**config.mk**
```make
export PLATFORM = sky130hd
export DESIGN_NAME = seg_display_scanner
export DESIGN_NICKNAME = d
export VERILOG_FILES = /design/src/rtl/seg_display_scanner.sv
export SDC_FILE = /design/constraint.sdc
export NUM_CORES = 1
export LEC_CHECK = 0
export CORE_ASPECT_RATIO = 1.4
export CORE_MARGIN = 10
export CORE_UTILIZATION = 55
export CTS_BUF_LIST = sky130_fd_sc_hd__clkbuf_8
export DETAILED_ROUTE_END_ITERATION = 16
export GPL_TIMING_DRIVEN = 0
export PLACE_DENSITY = 0.75
export SLEW_MARGIN = 20
export SYNTH_ARGS = -nofsm -noshare
export SYNTH_HDL_FRONTEND = slang
export SYNTH_SLANG_ARGS = --single-unit
export TNS_END_PERCENT = 10
```
**constraint.sdc**
```tcl
create_clock -name clock -period 3.4 [get_ports clock]
set_input_delay 0.68 -clock clock [delete_from_list [all_inputs] [get_ports clock]]
set_output_delay 0.68 -clock clock [all_outputs]
set_load 0.1 [all_outputs]
```
**src/rtl/seg_display_scanner.sv**
```systemverilog
// Debug-value display: re-times and debounces {strings, regs}, then scans the 16-bit value onto a
// 4-digit common-anode hex display. Define LEAD_ZERO_BLANK_EN to blank leading zero digits 3..1.
module seg_display_scanner #(
  parameter int unsigned REFRESH_DIV = 50000,
  parameter int unsigned STABLE_CNT  = 4
) (
  input  logic        clock,
  input  logic        reset_i,
  input  logic [15:0] regs_i,
  input  logic [7:0]  strings_i,
  output logic [3:0]  an_o,
  output logic [6:0]  seg_o,
  output logic        dp_o,
  output logic [7:0]  led_o,
  output logic        update_o
);

  localparam int unsigned PW = (REFRESH_DIV > 1) ? $clog2(REFRESH_DIV) : 1;
  localparam int unsigned CW = $clog2(STABLE_CNT + 1);
  localparam logic [PW-1:0] PrescLast = PW'(REFRESH_DIV - 1);
  localparam logic [CW-1:0] CntLoad   = CW'(STABLE_CNT - 1);
  localparam logic [CW-1:0] CntMax    = CW'(STABLE_CNT);

  logic [23:0]   s1_q, s2_q, s3_q, latch_q;
  logic [CW-1:0] cnt_q;
  logic [PW-1:0] presc_q;
  logic [1:0]    idx_q, idx_d;
  logic          active_q, fresh_q;
  logic          stable, load, tick, wrap, blank;
  logic [3:0]    nibble;
  logic [6:0]    seg_d;

  function automatic logic [6:0] hex_to_seg(input logic [3:0] nib);
    logic [6:0] s;
    unique case (nib)
      4'h0: s = 7'h40;
      4'h1: s = 7'h79;
      4'h2: s = 7'h24;
      4'h3: s = 7'h30;
      4'h4: s = 7'h19;
      4'h5: s = 7'h12;
      4'h6: s = 7'h02;
      4'h7: s = 7'h78;
      4'h8: s = 7'h00;
      4'h9: s = 7'h10;
      4'hA: s = 7'h08;
      4'hB: s = 7'h03;
      4'hC: s = 7'h46;
      4'hD: s = 7'h21;
      4'hE: s = 7'h06;
      4'hF: s = 7'h0E;
      default: s = 7'h7F;
    endcase
    return s;
  endfunction

  always_comb begin
    stable = (s2_q == s3_q);
    load   = stable && (cnt_q == CntLoad) && (s2_q != latch_q);
    tick   = (presc_q == PrescLast);
    // The first tick after reset only activates the scan; digit 0 is shown without advancing.
    idx_d  = active_q ? idx_q + 2'd1 : 2'd0;
    wrap   = tick && active_q && (idx_q == 2'd3);
    nibble = 4'h0;
    blank  = 1'b0;
    unique case (idx_d)
      2'd0: nibble = latch_q[3:0];
      2'd1: nibble = latch_q[7:4];
      2'd2: nibble = latch_q[11:8];
      2'd3: nibble = latch_q[15:12];
      default: nibble = 4'h0;
    endcase
`ifdef LEAD_ZERO_BLANK_EN
    unique case (idx_d)
      2'd1: blank = (latch_q[15:4] == 12'h000);
      2'd2: blank = (latch_q[15:8] == 8'h00);
      2'd3: blank = (latch_q[15:12] == 4'h0);
      default: blank = 1'b0;
    endcase
`endif
    seg_d = blank ? 7'h7F : hex_to_seg(nibble);
  end

  always_ff @(posedge clock or negedge reset_i) begin
    if (!reset_i) begin
      s1_q     <= '0;
      s2_q     <= '0;
      s3_q     <= '0;
      cnt_q    <= '0;
      latch_q  <= '0;
      presc_q  <= '0;
      idx_q    <= '0;
      active_q <= 1'b0;
      fresh_q  <= 1'b0;
      update_o <= 1'b0;
      an_o     <= 4'hF;
      seg_o    <= 7'h7F;
      dp_o     <= 1'b1;
    end else begin
      s1_q <= {strings_i, regs_i};
      s2_q <= s1_q;
      s3_q <= s2_q;
      if (!stable) begin
        cnt_q <= '0;
      end else if (cnt_q != CntMax) begin
        cnt_q <= cnt_q + CW'(1);
      end
      update_o <= load;
      if (load) begin
        latch_q <= s2_q;
      end
      // A load on the wrapping edge keeps the value marked fresh for the coming frame.
      if (load) begin
        fresh_q <= 1'b1;
      end else if (wrap) begin
        fresh_q <= 1'b0;
      end
      presc_q <= tick ? '0 : presc_q + PW'(1);
      if (tick) begin
        active_q <= 1'b1;
        idx_q    <= idx_d;
        an_o     <= ~(4'b0001 << idx_d);
        seg_o    <= seg_d;
        dp_o     <= !((idx_d == 2'd0) && fresh_q);
      end
    end
  end

  assign led_o = latch_q[23:16];

endmodule

```
==> results.md <==
- Clock sinks: ~130
- Worst endpoint data arrival time: about 3200 ps
- Post-Syn Instances: 396
- Post-cts resize count: 0
- Final setup TNS: 0 ps
- Max rail drop VDD: around 380 uV
- Main combinational cell family by area after synthesis: XOR/XNOR gates
- Top cells by area, synth: dfrtp_1 (57%), xor2_1 (6.4%), dfstp_2 (6.0%)
- TritonCTS Buffers: 17
- CP Cell Sequence: ha_1 -> buf_2 -> or3_4 -> o221ai_1 -> inv_1 -> ha_1 -> mux2_4 -> a221oi_2 -> nor2_1
- Layout cells sized above 1: 19.2%
- Detail Route Antenna Nets: 0
- Post-synthesis compound-gate area fraction: 4.36%
- Crit path required time: between 3000 and 4000 ps
- Commonest cells in the synthesized netlist: dfrtp_1 (120), xor2_1 (38), nand2_1 (31)
- Combinational power share: 3.2%
- Drt wl/cell: between 15 and 20 um
- Worst slew margin: 34.6%
- CP bufs+invs: 2
- # rows: 42
- Hold Fails Final Rpt: 0
- Worst-Margin Slew: around 980 ps
- Hold Path Class: in -> async
- Dpl hpwl: 6410 um
- Post-synthesis sequential area ratio: 63.5%
- Final Net Count: approximately 500
- Global-route wire length before repair: approximately 15000 um
- Routability congestion estimate: roughly 0.8
- Final Critical Period: ~2900 ps
- Worst setup SP type: flip-flop
- Initial core utilization: between 50% and 60%
- Die height: around 140 um
- Top-count cell post-synth: dfrtp_1
- Seq pwr share: a little over half
- Clock-pin slew on the worst setup and hold paths: around 80 ps
- CTS tree: done
- Post-Layout Cell Count: just under 600
- DRT Pass-1 Iters: 4
- Total power: around 3.0 mW
- Fillcell total: between 700 and 800
- RSZ-0062 raised after global routing: no
- Synth-to-Final Area Change: 19.5%
- Largest stage delay, worst path: around 470 ps
- GR Overflow Total: 0
- Outcome: complete, no violations
- Critical path origin: idx_q[0]
- Area share of fa/ha/maj cells after synthesis: between 2 and 3%
- Mux contribution to synthesized area: 6.61%
- Synth top area share: 57.5%
- Post-synth cell types: 47
- PortBufs: 46
- Syn. warnings: 0
- DRT iter0 DRCs: 106
- Clock share of power: between 40 and 50%
- CP delay by family, top: compound AO/OA/AOI/OAI gates
- Leading area contributor after synthesis: dfrtp_1
- Simple-Gate Fraction of Synth Area: 9.18%
- Synth Area in XOR/XNOR: 10.6%
- Crit Path Max Fanout: 9
- Sw power: just under 700 uW
- Tot GR Track Use: ~14%
- Via Count: ~3100
- Initial antenna violation count: 0
- Root Buffer Master: clkbuf_8
- Placed cell area: a little under 0.006 mm2
- Die span in x: between 100 and 150 um
- Final period util: between 80% and 90%
- Detailed-route DRC error count: 0
- Hold_buf cts: 0
- Seq cells post-synth: 132
- Syn Area/Cell: 13.2 um2
- IO Pins: 47
- WS Path Type: reg -> reg
- Clock Latency Late Sink: roughly 420 ps
- Vias per cell: 5.24
- Final setup fails: 0
- RR Startpoint: idx_q[0]
- Area of the multi-input gates: approximately 0.0017 mm2
- Internal: approximately 2.3 mW
- Number of synthesized flops with an enable pin: 0
- CTS HTree Levels: 4
- Slowest CP cell: o221ai_1
- Die area: 0.0138 mm2
- Post-layout util: between 60 and 70%
- Clk buf depth: 2
- Switching Share: between 20% and 30%
- FF+latch area: about 0.0033 mm2
- Setup clock skew after layout: approximately 11 ps
- Max_cap viols: 0
- Synthesized area: between 0.005 and 0.006 mm2
- CP Capture Type: flip-flop
- Prevailing post-synth register cell: dfrtp_1
- Synth async-reset ratio: 100%
- Pwr/cell area: between 400 and 500 mW/mm2
- Syn Nets: ~430
- Slew Limit Fails: 0
- Largest net degree at the start of global routing: between 80 and 90
- Antenna cell count: 0
- Vias in the first global route: between 3000 and 4000
- Most frequent CP cell: ha_1
- Fmax: ~350 MHz
- DP Cell Count: approximately 550
- Postcts setup bufs: 0
- Leak: 2.76 nW
- Post-Layout Inst Area: 0.00624 mm2
- Post-Route WL: a little under 9000 um
- Core region area: a little over 0.009 mm2
## per-layer routing
| layer | share of wire [%] | global-route usage (%) |
|---|---|---|
| met5 | 0 | 0 |
| met3 | 4.2 | 4.85 |
| met4 | 2.0 | 5.66 |
| met1 | 41 | 16.1 |
| met2 | 53 | 24.2 |
## cells by family (layout without fill, tap and decap cells)
kind of cell | count (synthesis) | after routing
flops | 132 | 132
simple gates | 98 | 98
xor+xnor | 63 | 63
mux | 31 | 31
buf+inv | 31 | 110
compound gates | 30 | 30
fa+ha+maj | 11 | 11
## worst register-to-register path: cells and delay by family (launching register included)
| family | cells | cell delay (ps) |
|---|---|---|
| AOI/OAI and AO/OA | 2 | 710 |
| adders and majority gates | 2 | 570 |
| and+or+nand+nor | 2 | 460 |
| DFF | 1 | 400 |
| buffers and inverters | 2 | 360 |
| muxes | 1 | 290 |
## layout make-up
class	count	area share (%)
plain buffers	19	1.88
clock buffers	17	3.75
clock inverters	15	2.57
inverters	12	0.721
multi-input cells	233	27.9
flip-flops and latches	132	53.1
well taps	110	2.20
repair buffers	47	7.84
## per-stage QoR
step / worst slack (ps) / hold slack (ps)
2_1_floorplan: 864 / 331
3_3_place_gp: -3250 / 331
3_5_place_dp: 564 / 335
4_1_cts: 550 / 182
5_1_grt: 412 / 188
6_report: 547 / 191
## path summary, 6_finish.rpt
kind                            end  slack [ps]  cells past startpoint
hold reg to reg             s2_q[3]         350                      0
setup / recovery           seg_o[6]         550                      9
max in group asynchronous   s1_q[7]        2480                      2
hold / removal              s3_q[0]         190                      1
setup reg to reg           seg_o[6]         550                      9
min in group clock          s2_q[3]         350                      0
## power groups by stage
stage          logic [mW]  clock network (mW)  registers (mW)
2_1_floorplan      0.0313                   0            1.67
4_1_cts             0.101                1.31            1.64
3_5_place_dp        0.100                   0            1.68
6_report           0.0973                1.27            1.64
3_3_place_gp       0.0945                   0            1.67
5_1_grt             0.111                1.38            1.65
## placed cells by master (no fill, tap or decap), types with 2 or more instances in the layout
cell | netlist | layout
dfrtp_1 | 120 | 120
clkdlybuf4s50_1 | 0 | 45
xor2_1 | 38 | 38
nand2_1 | 31 | 31
xnor2_1 | 25 | 25
mux2_2 | 24 | 24
nor2_1 | 19 | 19
clkbuf_8 | 0 | 17
inv_1 | 11 | 13
nand3_1 | 13 | 13
dfstp_2 | 12 | 12
ha_1 | 11 | 11
nor4_1 | 10 | 10
buf_4 | 9 | 9
a21oi_1 | 7 | 7
mux2i_1 | 6 | 6
nor3_1 | 6 | 6
nand4_1 | 6 | 6
o21ai_0 | 6 | 6
and3_1 | 5 | 5
clkbuf_1 | 5 | 5
clkinv_4 | 0 | 5
buf_2 | 4 | 4
buf_6 | 1 | 2
o22a_1 | 2 | 2
clkinvlp_4 | 0 | 2
inv_6 | 0 | 2
bufinv_16 | 0 | 2
## state kept, by name, summed over array words and instances, names as in the netlist
signal	flops
active_q	1
an_o	4
cnt_q	3
dp_o	1
fresh_q	1
idx_q	2
latch_q	24
presc_q	16
s1_q	24
s2_q	24
s3_q	24
seg_o	7
update_o	1
(Power assumes the default switching activity.)
